$ cat src/rtl/router_pkg.sv
// Shared router/framer definitions: bus widths, port count, header layout,
// framer FSM encoding and destination identifiers.
package router_pkg;

  localparam int unsigned UWIDTH    = 8;
  localparam int unsigned LEN_W     = 6;
  localparam int unsigned DEST_W    = 2;
  localparam int unsigned MAX_LEN   = (32'd1 << LEN_W) - 32'd1;
  localparam int unsigned NUM_PORTS = 3;

  // Destination port identifiers
  localparam logic [DEST_W-1:0] TS1 = 2'd0;
  localparam logic [DEST_W-1:0] TS2 = 2'd1;
  localparam logic [DEST_W-1:0] TS3 = 2'd2;

  typedef enum logic [2:0] {
    S_IDLE    = 3'd0,
    S_LOAD    = 3'd1,
    S_HEADER  = 3'd2,
    S_PAYLOAD = 3'd3,
    S_PARITY  = 3'd4
  } state_t;

  // Header byte layout: LEN in [7:2], DEST in [1:0]
  typedef struct packed {
    logic [LEN_W-1:0]  len;
    logic [DEST_W-1:0] dest;
  } header_t;

  function automatic logic [UWIDTH-1:0] make_header(input logic [DEST_W-1:0] dest,
                                                    input logic [LEN_W-1:0]  len);
    header_t h;
    h.len  = len;
    h.dest = dest;
    return UWIDTH'(h);
  endfunction

endpackage

$ cat src/rtl/packet_framer_if.sv
// Host/router-facing bundle of the packet framer.
//   req_*            : routing request handshake (dest, length)
//   pl_*             : payload byte stream handshake
//   stop_packet_send : router back-pressure
//   packet_valid_o / packet_out : framed byte stream toward the router
// master = host/router side, slave = framer side.
interface packet_framer_if import router_pkg::*; ();

  logic              req_valid;
  logic              req_ready;
  logic [DEST_W-1:0] req_dest;
  logic [LEN_W-1:0]  req_len;
  logic              pl_valid;
  logic              pl_ready;
  logic [UWIDTH-1:0] pl_data;
  logic              stop_packet_send;
  logic              packet_valid_o;
  logic [UWIDTH-1:0] packet_out;

  modport master (
    output req_valid, req_dest, req_len, pl_valid, pl_data, stop_packet_send,
    input  req_ready, pl_ready, packet_valid_o, packet_out
  );

  modport slave (
    input  req_valid, req_dest, req_len, pl_valid, pl_data, stop_packet_send,
    output req_ready, pl_ready, packet_valid_o, packet_out
  );

endinterface

$ cat src/rtl/packet_buffer.sv
// Payload store for one packet: MAX_LEN x UWIDTH flops, one write port,
// combinational read port. Storage is not reset.
//   clk              : write clock
//   we/waddr/wdata   : write port
//   raddr/rdata      : combinational read port
module packet_buffer
  import router_pkg::*;
(
  input  logic              clk,
  input  logic              we,
  input  logic [LEN_W-1:0]  waddr,
  input  logic [UWIDTH-1:0] wdata,
  input  logic [LEN_W-1:0]  raddr,
  output logic [UWIDTH-1:0] rdata
);

  logic [UWIDTH-1:0] mem [MAX_LEN];

  // Write port; address MAX_LEN is outside the array and ignored
  always_ff @(posedge clk) begin
    if (we && (waddr < LEN_W'(MAX_LEN))) begin
      mem[waddr] <= wdata;
    end
  end

  // Read port; the framer may present raddr==len (==MAX_LEN) while emitting parity
  assign rdata = (raddr < LEN_W'(MAX_LEN)) ? mem[raddr] : '0;

endmodule

$ cat src/rtl/packet_framer.sv
// Host-side packet source: accepts a routing request and its payload,
// buffers the whole payload, then emits header, payload and parity bytes
// as one contiguous packet honouring router back-pressure.
//   clk1      : clock
//   rst       : synchronous active-high reset
//   bus       : request / payload / router stream (slave modport)
//   busy      : high whenever the FSM is outside IDLE
//   err_pulse : one-cycle pulse after a rejected request
module packet_framer
  import router_pkg::*;
(
  input  logic           clk1,
  input  logic           rst,
  packet_framer_if.slave bus,
  output logic           busy,
  output logic           err_pulse
);

  localparam logic [DEST_W-1:0] DEST_LIMIT = DEST_W'(NUM_PORTS);

  state_t            state;
  logic [DEST_W-1:0] dest_r;
  logic [LEN_W-1:0]  len_r;
  logic [LEN_W-1:0]  wcnt;
  logic [LEN_W-1:0]  rcnt;
  logic [UWIDTH-1:0] parity;

  logic              pl_accept_c;
  logic              xfer_c;
  logic [UWIDTH-1:0] rdata;

  assign pl_accept_c = (state == S_LOAD) && bus.pl_valid && bus.pl_ready;
  assign xfer_c      = bus.packet_valid_o && !bus.stop_packet_send;

  packet_buffer u_buf (
    .clk   (clk1),
    .we    (pl_accept_c),
    .waddr (wcnt),
    .wdata (bus.pl_data),
    .raddr (rcnt),
    .rdata (rdata)
  );

  // Framer FSM with registered handshake and stream outputs
  always_ff @(posedge clk1) begin
    err_pulse <= 1'b0;
    if (rst) begin
      state              <= S_IDLE;
      dest_r             <= '0;
      len_r              <= '0;
      wcnt               <= '0;
      rcnt               <= '0;
      parity             <= '0;
      busy               <= 1'b0;
      bus.req_ready      <= 1'b1;
      bus.pl_ready       <= 1'b0;
      bus.packet_valid_o <= 1'b0;
      bus.packet_out     <= '0;
    end else begin
      unique case (state)
        S_IDLE: begin
          if (bus.req_valid && bus.req_ready) begin
            if ((bus.req_dest >= DEST_LIMIT) || (bus.req_len == '0)) begin
              err_pulse <= 1'b1;
            end else begin
              dest_r        <= bus.req_dest;
              len_r         <= bus.req_len;
              wcnt          <= '0;
              rcnt          <= '0;
              parity        <= make_header(bus.req_dest, bus.req_len);
              busy          <= 1'b1;
              bus.req_ready <= 1'b0;
              bus.pl_ready  <= 1'b1;
              state         <= S_LOAD;
            end
          end
        end

        S_LOAD: begin
          if (pl_accept_c) begin
            parity <= parity ^ bus.pl_data;
            wcnt   <= wcnt + LEN_W'(1);
            // Last byte: header goes out on the very next cycle
            if (wcnt == (len_r - LEN_W'(1))) begin
              bus.pl_ready       <= 1'b0;
              bus.packet_out     <= make_header(dest_r, len_r);
              bus.packet_valid_o <= 1'b1;
              state              <= S_HEADER;
            end
          end
        end

        S_HEADER: begin
          if (xfer_c) begin
            bus.packet_out <= rdata;
            rcnt           <= LEN_W'(1);
            state          <= S_PAYLOAD;
          end
        end

        S_PAYLOAD: begin
          if (xfer_c) begin
            if (rcnt == len_r) begin
              bus.packet_out <= parity;
              state          <= S_PARITY;
            end else begin
              bus.packet_out <= rdata;
              rcnt           <= rcnt + LEN_W'(1);
            end
          end
        end

        S_PARITY: begin
          if (xfer_c) begin
            bus.packet_valid_o <= 1'b0;
            bus.packet_out     <= '0;
            busy               <= 1'b0;
            bus.req_ready      <= 1'b1;
            state              <= S_IDLE;
          end
        end

        default: begin
          state <= S_IDLE;
        end
      endcase
    end
  end

endmodule
$ cat src/flat_wrapper.sv
// flat-port wrapper written by rule: the top's interface ports become plain ports
module packet_framer_flat import router_pkg::*;
  (clk1, rst, busy, err_pulse, bus_req_valid, bus_req_dest, bus_req_len, bus_pl_valid, bus_pl_data, bus_stop_packet_send, bus_req_ready, bus_pl_ready, bus_packet_valid_o, bus_packet_out);
  packet_framer_if bus_i ();
  input  logic clk1;
  input  logic rst;
  output logic busy;
  output logic err_pulse;
  input wire logic [$bits(bus_i.req_valid)-1:0] bus_req_valid;
  input wire logic [$bits(bus_i.req_dest)-1:0] bus_req_dest;
  input wire logic [$bits(bus_i.req_len)-1:0] bus_req_len;
  input wire logic [$bits(bus_i.pl_valid)-1:0] bus_pl_valid;
  input wire logic [$bits(bus_i.pl_data)-1:0] bus_pl_data;
  input wire logic [$bits(bus_i.stop_packet_send)-1:0] bus_stop_packet_send;
  output wire logic [$bits(bus_i.req_ready)-1:0] bus_req_ready;
  output wire logic [$bits(bus_i.pl_ready)-1:0] bus_pl_ready;
  output wire logic [$bits(bus_i.packet_valid_o)-1:0] bus_packet_valid_o;
  output wire logic [$bits(bus_i.packet_out)-1:0] bus_packet_out;
  assign bus_i.req_valid = bus_req_valid;
  assign bus_i.req_dest = bus_req_dest;
  assign bus_i.req_len = bus_req_len;
  assign bus_i.pl_valid = bus_pl_valid;
  assign bus_i.pl_data = bus_pl_data;
  assign bus_i.stop_packet_send = bus_stop_packet_send;
  assign bus_req_ready = bus_i.req_ready;
  assign bus_pl_ready = bus_i.pl_ready;
  assign bus_packet_valid_o = bus_i.packet_valid_o;
  assign bus_packet_out = bus_i.packet_out;
  packet_framer u_core (.clk1(clk1), .rst(rst), .bus(bus_i), .busy(busy), .err_pulse(err_pulse));
endmodule
$ cat config.mk
export PLATFORM = sky130hd
export DESIGN_NAME = packet_framer_flat
export DESIGN_NICKNAME = d
export VERILOG_FILES = /design/src/rtl/router_pkg.sv /design/src/rtl/packet_framer_if.sv /design/src/rtl/packet_buffer.sv /design/src/rtl/packet_framer.sv /design/src/flat_wrapper.sv
export SDC_FILE = /design/constraint.sdc
export NUM_CORES = 1
export LEC_CHECK = 0
export CORE_ASPECT_RATIO = 2
export CORE_UTILIZATION = 45
export CTS_CLUSTER_SIZE = 12
export DETAILED_ROUTE_END_ITERATION = 8
export GPL_ROUTABILITY_DRIVEN = 0
export GPL_TIMING_DRIVEN = 0
export PLACE_DENSITY = 0.63
export SYNTH_ARGS = -nofsm -noshare
export SYNTH_HDL_FRONTEND = slang
export SYNTH_SLANG_ARGS = --single-unit
export TNS_END_PERCENT = 20
$ cat constraint.sdc
create_clock -name clk1 -period 4.4 [get_ports clk1]
set_input_delay 0.88 -clock clk1 [delete_from_list [all_inputs] [get_ports clk1]]
set_output_delay 0.88 -clock clk1 [all_outputs]
set_load 0.02 [all_outputs]
* After elaboration in Yosys (flattened, before gate mapping) *
Memories as Yosys holds them, arrays and structs flattened. A register that Yosys moved wholly into a read port is not among the register bits.
Cells that the tools add are included.

storage, ports and cells
  output and inout port bits = 13
  word-level logic and storage cells = 109
  register bits = 44
  bits in read-only memories = 0
  bits in writable memories = 504
  memories = 1
  bits in latches = 0

memory list
  memory            depth  bits a word  read ports  clocked after Yosys merged registers in  write ports  RTL line             RTL
  u_core.u_buf.mem  63     8            1           1                                        1            packet_buffer.sv:17  logic [UWIDTH-1:0] mem [MAX_LEN];

operators by class
  multiply operators = 0
  bitwise logic cells = 4
  reductions and logical operators = 23
  shifts and indexed selects = 0
  add/subtract/negate cells = 3
  $lt $le $gt $ge = 3
  eq/ne operators = 15
  muxes and demuxes = 48
  div/mod/pow operators = 0

operator list
  kind                                                    number
  two-way mux 8 bit                                       10
  two-way mux 6 bit                                       8
  one-hot mux 8 bit (4 select lines)                      1
  two-way mux 3 bit                                       8
  one-hot mux 6 bit (3 select lines)                      1
  one-hot mux 8 bit (2 select lines)                      1
  one-hot mux 3 bit (5 select lines)                      1
  two-way mux 1 bit                                       13
  adder 6 x 1 -> 6 bit (second input constant)            2
  equality test 6 bit                                     2
  less-than comparator 6 bit (second input constant)      2
  one-hot mux 6 bit (2 select lines)                      1
  AND reduction 4 bit                                     3
  AND reduction 6 bit                                     2
  inequality test 2 x 1 -> 1 bit (second input constant)  5
  inequality test 2 bit (second input constant)           4
  one-hot mux 1 bit (2 select lines)                      4
  AND reduction 8 bit                                     1
  bitwise XOR 8 bit                                       1
  equality test 3 x 2 -> 1 bit (second input constant)    2
  logical NOT 6 bit                                       1
  nonzero test 2 bit                                      3
  subtractor 6 x 1 -> 6 bit (second input constant)       1
  logical AND 1 bit                                       5
  other kinds (12)                                        14

* Longest topological paths before layout *
Gate-level depths: netlist (run 1).

  depth in word-level cells = 7
  depth in mapped cells = 11
  gate-level depth less buffers = 8

* Hierarchy *
From an unflattened synthesis (run 1), not the netlist that was laid out.

second synthesis, totals
  cell total of the unflattened synthesis = 1294
  area total of the unflattened synthesis = 22183.8 sq um

by module, submodules not included
  module         area each (sq um)  instances  cells each
  packet_buffer  19647.6            1          973
  packet_framer  2536.2             1          321

* Least setup slack after synthesis (run 1) *
OpenSTA, ideal clock, no wires.

  path kind = reg2reg
  from = register u_core.state[2]
  to = memory u_core.u_buf.mem[31][0], enable pin
  library setup time = 370 ps
  cell stages (with the launch flop) = 8
  data arrival time = 2106 ps
  required time = 4030 ps
  setup slack = 1924 ps
  clock period less this slack = 2476 ps
  cell sequence = dfxtp_1 -> clkbuf_1 -> or3b_1 -> buf_2 -> or2_1 -> or3_1 -> clkbuf_1 -> nor2_1

between the ends
  cells in the longest elaborated chain, start to end = 6

ends and longest elaborated chain
  what                                     RTL line             RTL
  start, declared                          packet_framer.sv:21  state_t state;
  start signal, assigned                   packet_framer.sv:48  state <= S_IDLE;
  start signal, assigned                   packet_framer.sv:74  state <= S_LOAD;
  start signal, assigned                   packet_framer.sv:88  state <= S_HEADER;
  equality test 3 x 1 -> 1 bit             packet_framer.sv:32  assign pl_accept_c = (state == S_LOAD) && bus.pl_valid && bus.pl_ready;
  logical AND 1 bit (2 in series)          packet_framer.sv:32
  logical AND 1 bit                        packet_buffer.sv:21  if (we && (waddr < LEN_W'(MAX_LEN))) begin
  two-way mux 1 bit                        packet_buffer.sv:21
  two-way mux 1 bit (implied by the code)  packet_buffer.sv:22  mem[waddr] <= wdata;
  end, declared                            packet_buffer.sv:17

Every way passes these cells.

* Final worst setup path (run 1) *
  from = register u_core.state[2]
  to = memory u_core.u_buf.mem[8][6], enable pin

The elaborated chain is that of the path after synthesis.

==> reports/results.ini, run 1 <==
[global_routing]
overflow=0
antenna_found_initial=0
grt_max_degree=54
grt_pass1_vias=12600
grt_pass1_wl_mm=85.3
grt_usage_pct=23.9

[drt]
drt-total-wl_mm=58.5
antenna_left=0
wl_per_cell_um=29.3
drtPass1Iterations=7
drt_iter0_drc=1226
drc=0
num_vias=11900
viasPerCell=5.98

[pwr]
combPwrFrac_pct=3.3
p_leak_nw=7.48
peakVddDrop_uv=288
intPower_w=0.00805
p_per_area_nw_per_um2=406
clkPwrFrac_pct=39.7
p_seq_share_pct=57.0
p_total_w=0.0101
swShare_pct=20.5
switchingPower_w=0.00208

[worst_setup_path]
rr_worst_depth=7
cp_max_fo=9
r2r-start=u_core.state[2]
start_kind=register
rrSetupSlack_ps=960
critPathKind=reg -> reg
required_ps=4600
crit_path_end_kind=register
r2r-end=u_core.u_buf.mem[8][6]
arrival_ps=3650

[floorplanning]
pin_count=34
rows=114
die_w_um=159
dieHeight_um=316
start_util_pct=45.9
dieArea_um2=50400
core_area_um2=48500

[clocking]
ctsHoldBuffers=0
cts_resized=0
cts_root_buf=clkbuf_16
htree_levels=2
cts_tree=built
clk_pin_slew_worst_paths_ps=70
cts_setup_buffers=0
cts_sinks=554
worst_skew_pair.late_latency_ps=600
cts_max_path_buffers=3
cts-buffers-inserted=52

[yosys]
synth-edff-count=504
synthTopCellsByArea=edfxtp_1, mux4_2, dfxtp_1
yosys_warnings=0
synth.distinct_cells=65
synth_ff_type=edfxtp_1
synth_most_common_cell=edfxtp_1
synthArstFlopShare_pct=0
ys_seq_area_share_pct=72.6
syn_area_um2=22200
synth_top_cell_by_area=edfxtp_1
avgSynthCellArea_um2=17.9
synthTopCellsByCount=edfxtp_1, nor2_1, mux4_2, a21oi_1, dfxtp_1
netlist.area_leader.share_pct=68.1
ys_seq_elements=554
syn_inst=1239
syn-num-nets=1263

[final_layout]
layout-drive-gt1-share_pct=17.7
fill_cells=3942
n_antenna_cell=0
final_nets=1358
fin_cells=1995
synthToLayoutAreaGrowth_pct=12.1
finalCoreUtilization_pct=51.4

[timing]
tightest_slew_ps=989
hold_viol=0
hold_ws_ps=510
min_period_ps=3440
fin_tns_setup_ps=0
max_freq_mhz=290
drv_slew=0
rsz0062_at_grt=false
setup_viol_count_final=0
skew_ps=28.1
slew_headroom_pct=33.5
final.period_utilization_pct=78.3

[worst_hold_path]
min_to=u_core.bus.packet_valid_o
hold_start=u_core.bus.packet_valid_o
hold_path_class=reg -> reg
hold_depth=2

[placed_design]
dp_cells=1918
hpwl_mm=41.4
io_buffers=33

[run_status]
outcome=finished clean

[run]
maxCapViolCount=0

power by group through the flow:
| stage | Clock (W) | Combinational (W) | Sequential [W] |
|---|---|---|---|
| 2_1_floorplan | 0 | 0.000152 | 0.00588 |
| 3_3_place_gp | 0 | 0.000311 | 0.00590 |
| 3_5_place_dp | 0 | 0.000335 | 0.00588 |
| 4_1_cts | 0.00407 | 0.000336 | 0.00577 |
| 5_1_grt | 0.00423 | 0.000364 | 0.00577 |
| 6_report | 0.00402 | 0.000338 | 0.00577 |
stage by stage:
step | setup WS [ps] | instance area (µm²)
2_1_floorplan | 1920 | 22200
3_3_place_gp | 265 | 23400
3_5_place_dp | 615 | 23500
4_1_cts | 959 | 24900
5_1_grt | 799 | 24900
6_report | 957 | 24900
cell families after synthesis:
| kind of cell | share of synthesized area (%) |
|---|---|
| compound gates | 5.72 |
| simple gates | 5.43 |
| flops | 72.6 |
| xor+xnor | 0.866 |
| mux | 13.6 |
| buf+inv | 1.67 |
| fa+ha+maj | 0.169 |
worst max-delay path by stage:
stage	start	end	slack (ps)	cells past startpoint
finish	u_core.state[2]	u_core.u_buf.mem[8][6]	960	7
global route	u_core.state[2]	u_core.u_buf.mem[8][1]	800	7
CTS	u_core.state[2]	u_core.u_buf.mem[8][0]	960	7
detailed placement	bus_pl_valid	u_core.u_buf.mem[8][6]	610	6
global placement	bus_pl_data[0]	u_core.parity[0]	270	5
floorplan	u_core.state[2]	u_core.u_buf.mem[31][0]	1920	7
flip-flops by register name, indices dropped and copies added (netlist names), named ones only:
| name | flops |
|---|---|
| u_core.u_buf.mem | 504 |
| u_core.bus.packet_out | 8 |
| u_core.parity | 8 |
| u_core.len_r | 6 |
| u_core.rcnt | 6 |
| u_core.wcnt | 6 |
| u_core.state | 3 |
| u_core.dest_r | 2 |
| u_core.bus.packet_valid_o | 1 |
| u_core.bus.pl_ready | 1 |
| u_core.bus.req_ready | 1 |
| u_core.busy | 1 |
| u_core.err_pulse | 1 |
routing by layer:
| metal | part of all wire, % | vias up | GRT usage, % |
|---|---|---|---|
| li1 | - | 5180 | - |
| met1 | 33 | 6146 | 24.2 |
| met2 | 56 | 454 | 45.7 |
| met3 | 4.1 | 153 | 2.49 |
| met4 | 7.3 | 0 | 16.6 |
| met5 | 0 | - | 0 |
worst max-delay path: stages, from the launching register on:
cell and delay, ps:
dfxtp_1 300, clkbuf_1 180, or3b_1 430, buf_2 200, or2_1 290, nor2_1 230, nand3b_1 490, nor2_1 900
placed cells by master, fill, tap and decap left out, types with 9 or more instances in the layout:
cell / instances
o21ai_1: 10
dfxtp_1: 50
nand3_1: 24
buf_2: 29
a211oi_1: 10
a221oi_1: 12
mux2i_1: 32
a22oi_1: 17
nand2_1: 19
mux4_2: 120
buf_4: 10
a21oi_1: 50
o22ai_1: 12
clkbuf_16: 53
clkbuf_1: 51
nand2b_1: 9
edfxtp_1: 504
nor2b_1: 14
xnor2_1: 19
nor2_1: 126
o21bai_1: 10
clkdlybuf4s50_1: 25
final cells by class:
class	count	area (µm²)	area share (%)
buffer	70	342	1.37
clock buffer	74	1410	5.64
clock inverter	3	28.8	0.115
inverter	8	30.0	0.120
multi-input combinational	607	5730	23.0
sequential	554	16100	64.7
tap	638	798	3.20
timing repair buffer	41	450	1.81
Note: power is estimated with default switching activity, not from simulation.
==> run 2: changes to the inputs <==
Clock period 4.4 ns to 3.49 ns, I/O delays scaled along.
==> run 2 against run 1 <==
Net effect:
- sequential share of layout area about the same
- utilization about the same
- clock power up 26%
- final cell count unchanged
- via count up 0.23%
- sequential power up 26%
- register-to-register slack worse by 900 ps
- die area unchanged
==> reports/results.ini, run 2 (same netlist as run 1, synthesis figures left out) <==
[run_status]
outcome=finished clean

[final_layout]
layout-drive-gt1-share_pct=17.9  ; +0.22 points
synthToLayoutAreaGrowth_pct=12.1  ; about the same
fill_cells=3939  ; -0.076%
final_nets=1358  ; unchanged
final_common_cell=edfxtp_1
largest_registers=u_core.u_buf.mem: 504 flops, u_core.bus.packet_out: 8 flops, u_core.parity: 8 flops
n_antenna_cell=0  ; unchanged
final_cell_mix=edfxtp_1, nor2_1, mux4_2, clkbuf_16, clkbuf_1
finalCoreUtilization_pct=51.4  ; about the same
largest_register_ffs=504  ; unchanged
top_register=u_core.u_buf.mem

[worst_setup_path]
worstSetupPathDepth=7  ; unchanged
start_kind=register
cpMaxStageDelayCell=nor2_1
required_ps=3690  ; -910 ps
rr_worst_depth=7  ; unchanged
slowest_delay_ps=880  ; -20 ps
critPathKind=reg -> reg
critPathMostFrequentCell=nor2_1
arrival_ps=3630  ; -20 ps
crit_path_end_kind=register
path_delay_family=simple AND/OR/NAND/NOR gates
cp_max_fo=9  ; unchanged
path_cells=clkbuf_1 -> or3b_1 -> buf_2 -> or2_1 -> nor2_1 -> nand3b_1 -> nor2_1
crit_buf_inv=2  ; unchanged

[pwr]
switchingPower_w=0.00262  ; +26%
intPower_w=0.0101  ; +26%
peakVddDrop_uv=366  ; +27%
swShare_pct=20.5  ; -0.023 points
p_per_area_nw_per_um2=512  ; +26%
p_seq_share_pct=57.0  ; about the same
clkPwrFrac_pct=39.6  ; about the same
p_leak_nw=7.49  ; +0.12%
combPwrFrac_pct=3.3  ; about the same

[clocking]
htree_levels=2  ; unchanged
clk_pin_slew_worst_paths_ps=70  ; about the same
cts_tree=built
cts-buffers-inserted=52  ; unchanged
cts_setup_buffers=0  ; unchanged
cts_sinks=554  ; unchanged
cts_root_buf=clkbuf_16
worst_skew_pair.late_latency_ps=600  ; about the same
cts_max_path_buffers=3  ; unchanged

[timing]
setup_viol_count_final=0  ; unchanged
skew_ps=26.4  ; -1.69 ps
min_period_ps=3430  ; -12.9 ps
max_freq_mhz=292  ; +0.38%
slew_headroom_pct=25.5  ; -8.0 points
tightest_slew_ps=1110  ; +119 ps
setup_ws_ps=59.7  ; -897 ps
final.period_utilization_pct=98.3  ; +20 points
drv_slew=0  ; unchanged
hold_ws_ps=512  ; +2.41 ps
rsz0062_at_grt=true
hold_viol=0  ; unchanged

[floorplanning]
die_w_um=159  ; unchanged
rows=114  ; unchanged
dieArea_um2=50400  ; unchanged
start_util_pct=45.9  ; unchanged
pin_count=34  ; unchanged
dieHeight_um=316  ; unchanged
core_area_um2=48500  ; unchanged

[global_routing]
antenna_found_initial=0  ; unchanged
grt_usage_pct=23.9  ; unchanged
overflow=0  ; unchanged
grt_pass1_wl_mm=85.3  ; unchanged
grt_pass1_vias=12600  ; unchanged
grt_max_degree=54  ; unchanged

[worst_hold_path]
hold_path_class=reg -> reg
hold_depth=2  ; unchanged

[placed_design]
hpwl_mm=41.4  ; unchanged
io_buffers=33  ; unchanged
pre_cts_ws_ps=-113  ; -728 ps

[drt]
drt_iter0_drc=1118  ; -8.8%
drtPass1Iterations=7  ; unchanged
wl_per_cell_um=29.3  ; -0.18%
drt-total-wl_mm=58.4  ; -0.18%
viasPerCell=5.99  ; +0.23%
drc=0  ; unchanged
num_vias=12000  ; +0.23%
antenna_left=0  ; unchanged

[run]
maxCapViolCount=0  ; unchanged

## run 2: cell types whose count changed in the layout (fill, tap and decap cells not counted)
| cell | previous run | this run |
|---|---|---|
| a221oi_1 | 12 | 10 |
| a221oi_2 | 1 | 3 |
| nor2_1 | 126 | 125 |
| nor2_2 | 0 | 1 |
## run 2: worst paths after layout
path / start / to / slack, ps
worst max-delay path: u_core.state[2] / u_core.u_buf.mem[10][2] / 60
worst min-delay path: u_core.bus.packet_valid_o / u_core.bus.packet_valid_o / 510
worst max register to register: u_core.state[2] / u_core.u_buf.mem[10][2] / 60
worst min register to register: u_core.bus.packet_valid_o / u_core.bus.packet_valid_o / 510
## run 2: per-stage QoR
stage,setup TNS [ps],power [W],std cells,instance area (µm²)
after floorplan,0,0.00761,1239,22200
after global placement,-30940,0.00782,1910,23400
after detailed placement,-3910,0.00784,1918,23500
after CTS,0,0.0128,1995,24900
after global routing,-1570,0.0131,1995,24900
final,0,0.0128,1995,24900
## run 2: tightest hold or removal path: stages (launching register included)
cell     delay, ps
dfxtp_1        330
o21ai_0         80
a21oi_1         60
## run 2: power by group through the flow
stage	Combinational (W)	Sequential [W]	Clock, W
final	0.000427	0.00728	0.00506
after global routing	0.000459	0.00727	0.00534
after CTS	0.000423	0.00727	0.00513
after detailed placement	0.000422	0.00741	0
after global placement	0.000392	0.00743	0
after floorplan	0.000191	0.00742	0
## run 2: repair_timing
item | in CTS | in global routing
setup endpoints to repair | 0 | 36
resized for setup | 0 | 3
hold buffers | 0 | 0
## run 2: cell type report
class,instances,area (µm²),share of cell area [%]
repair buffers,41,450,1.81
well taps,638,798,3.20
clock buffers,74,1410,5.63
multi-input cells,607,5750,23.0
inverters,8,30.0,0.120
plain buffers,70,342,1.37
flip-flops and latches,554,16100,64.7
clock inverters,3,28.8,0.115
## run 2: per-layer routing
metal / up-vias / track usage, % / routed length (µm)
met5: - / 0 / 0
met4: 0 / 16.6 / 4340
met3: 157 / 2.49 / 2470
met2: 485 / 45.7 / 32600
met1: 6138 / 24.2 / 19000
li1: 5180 / - / -
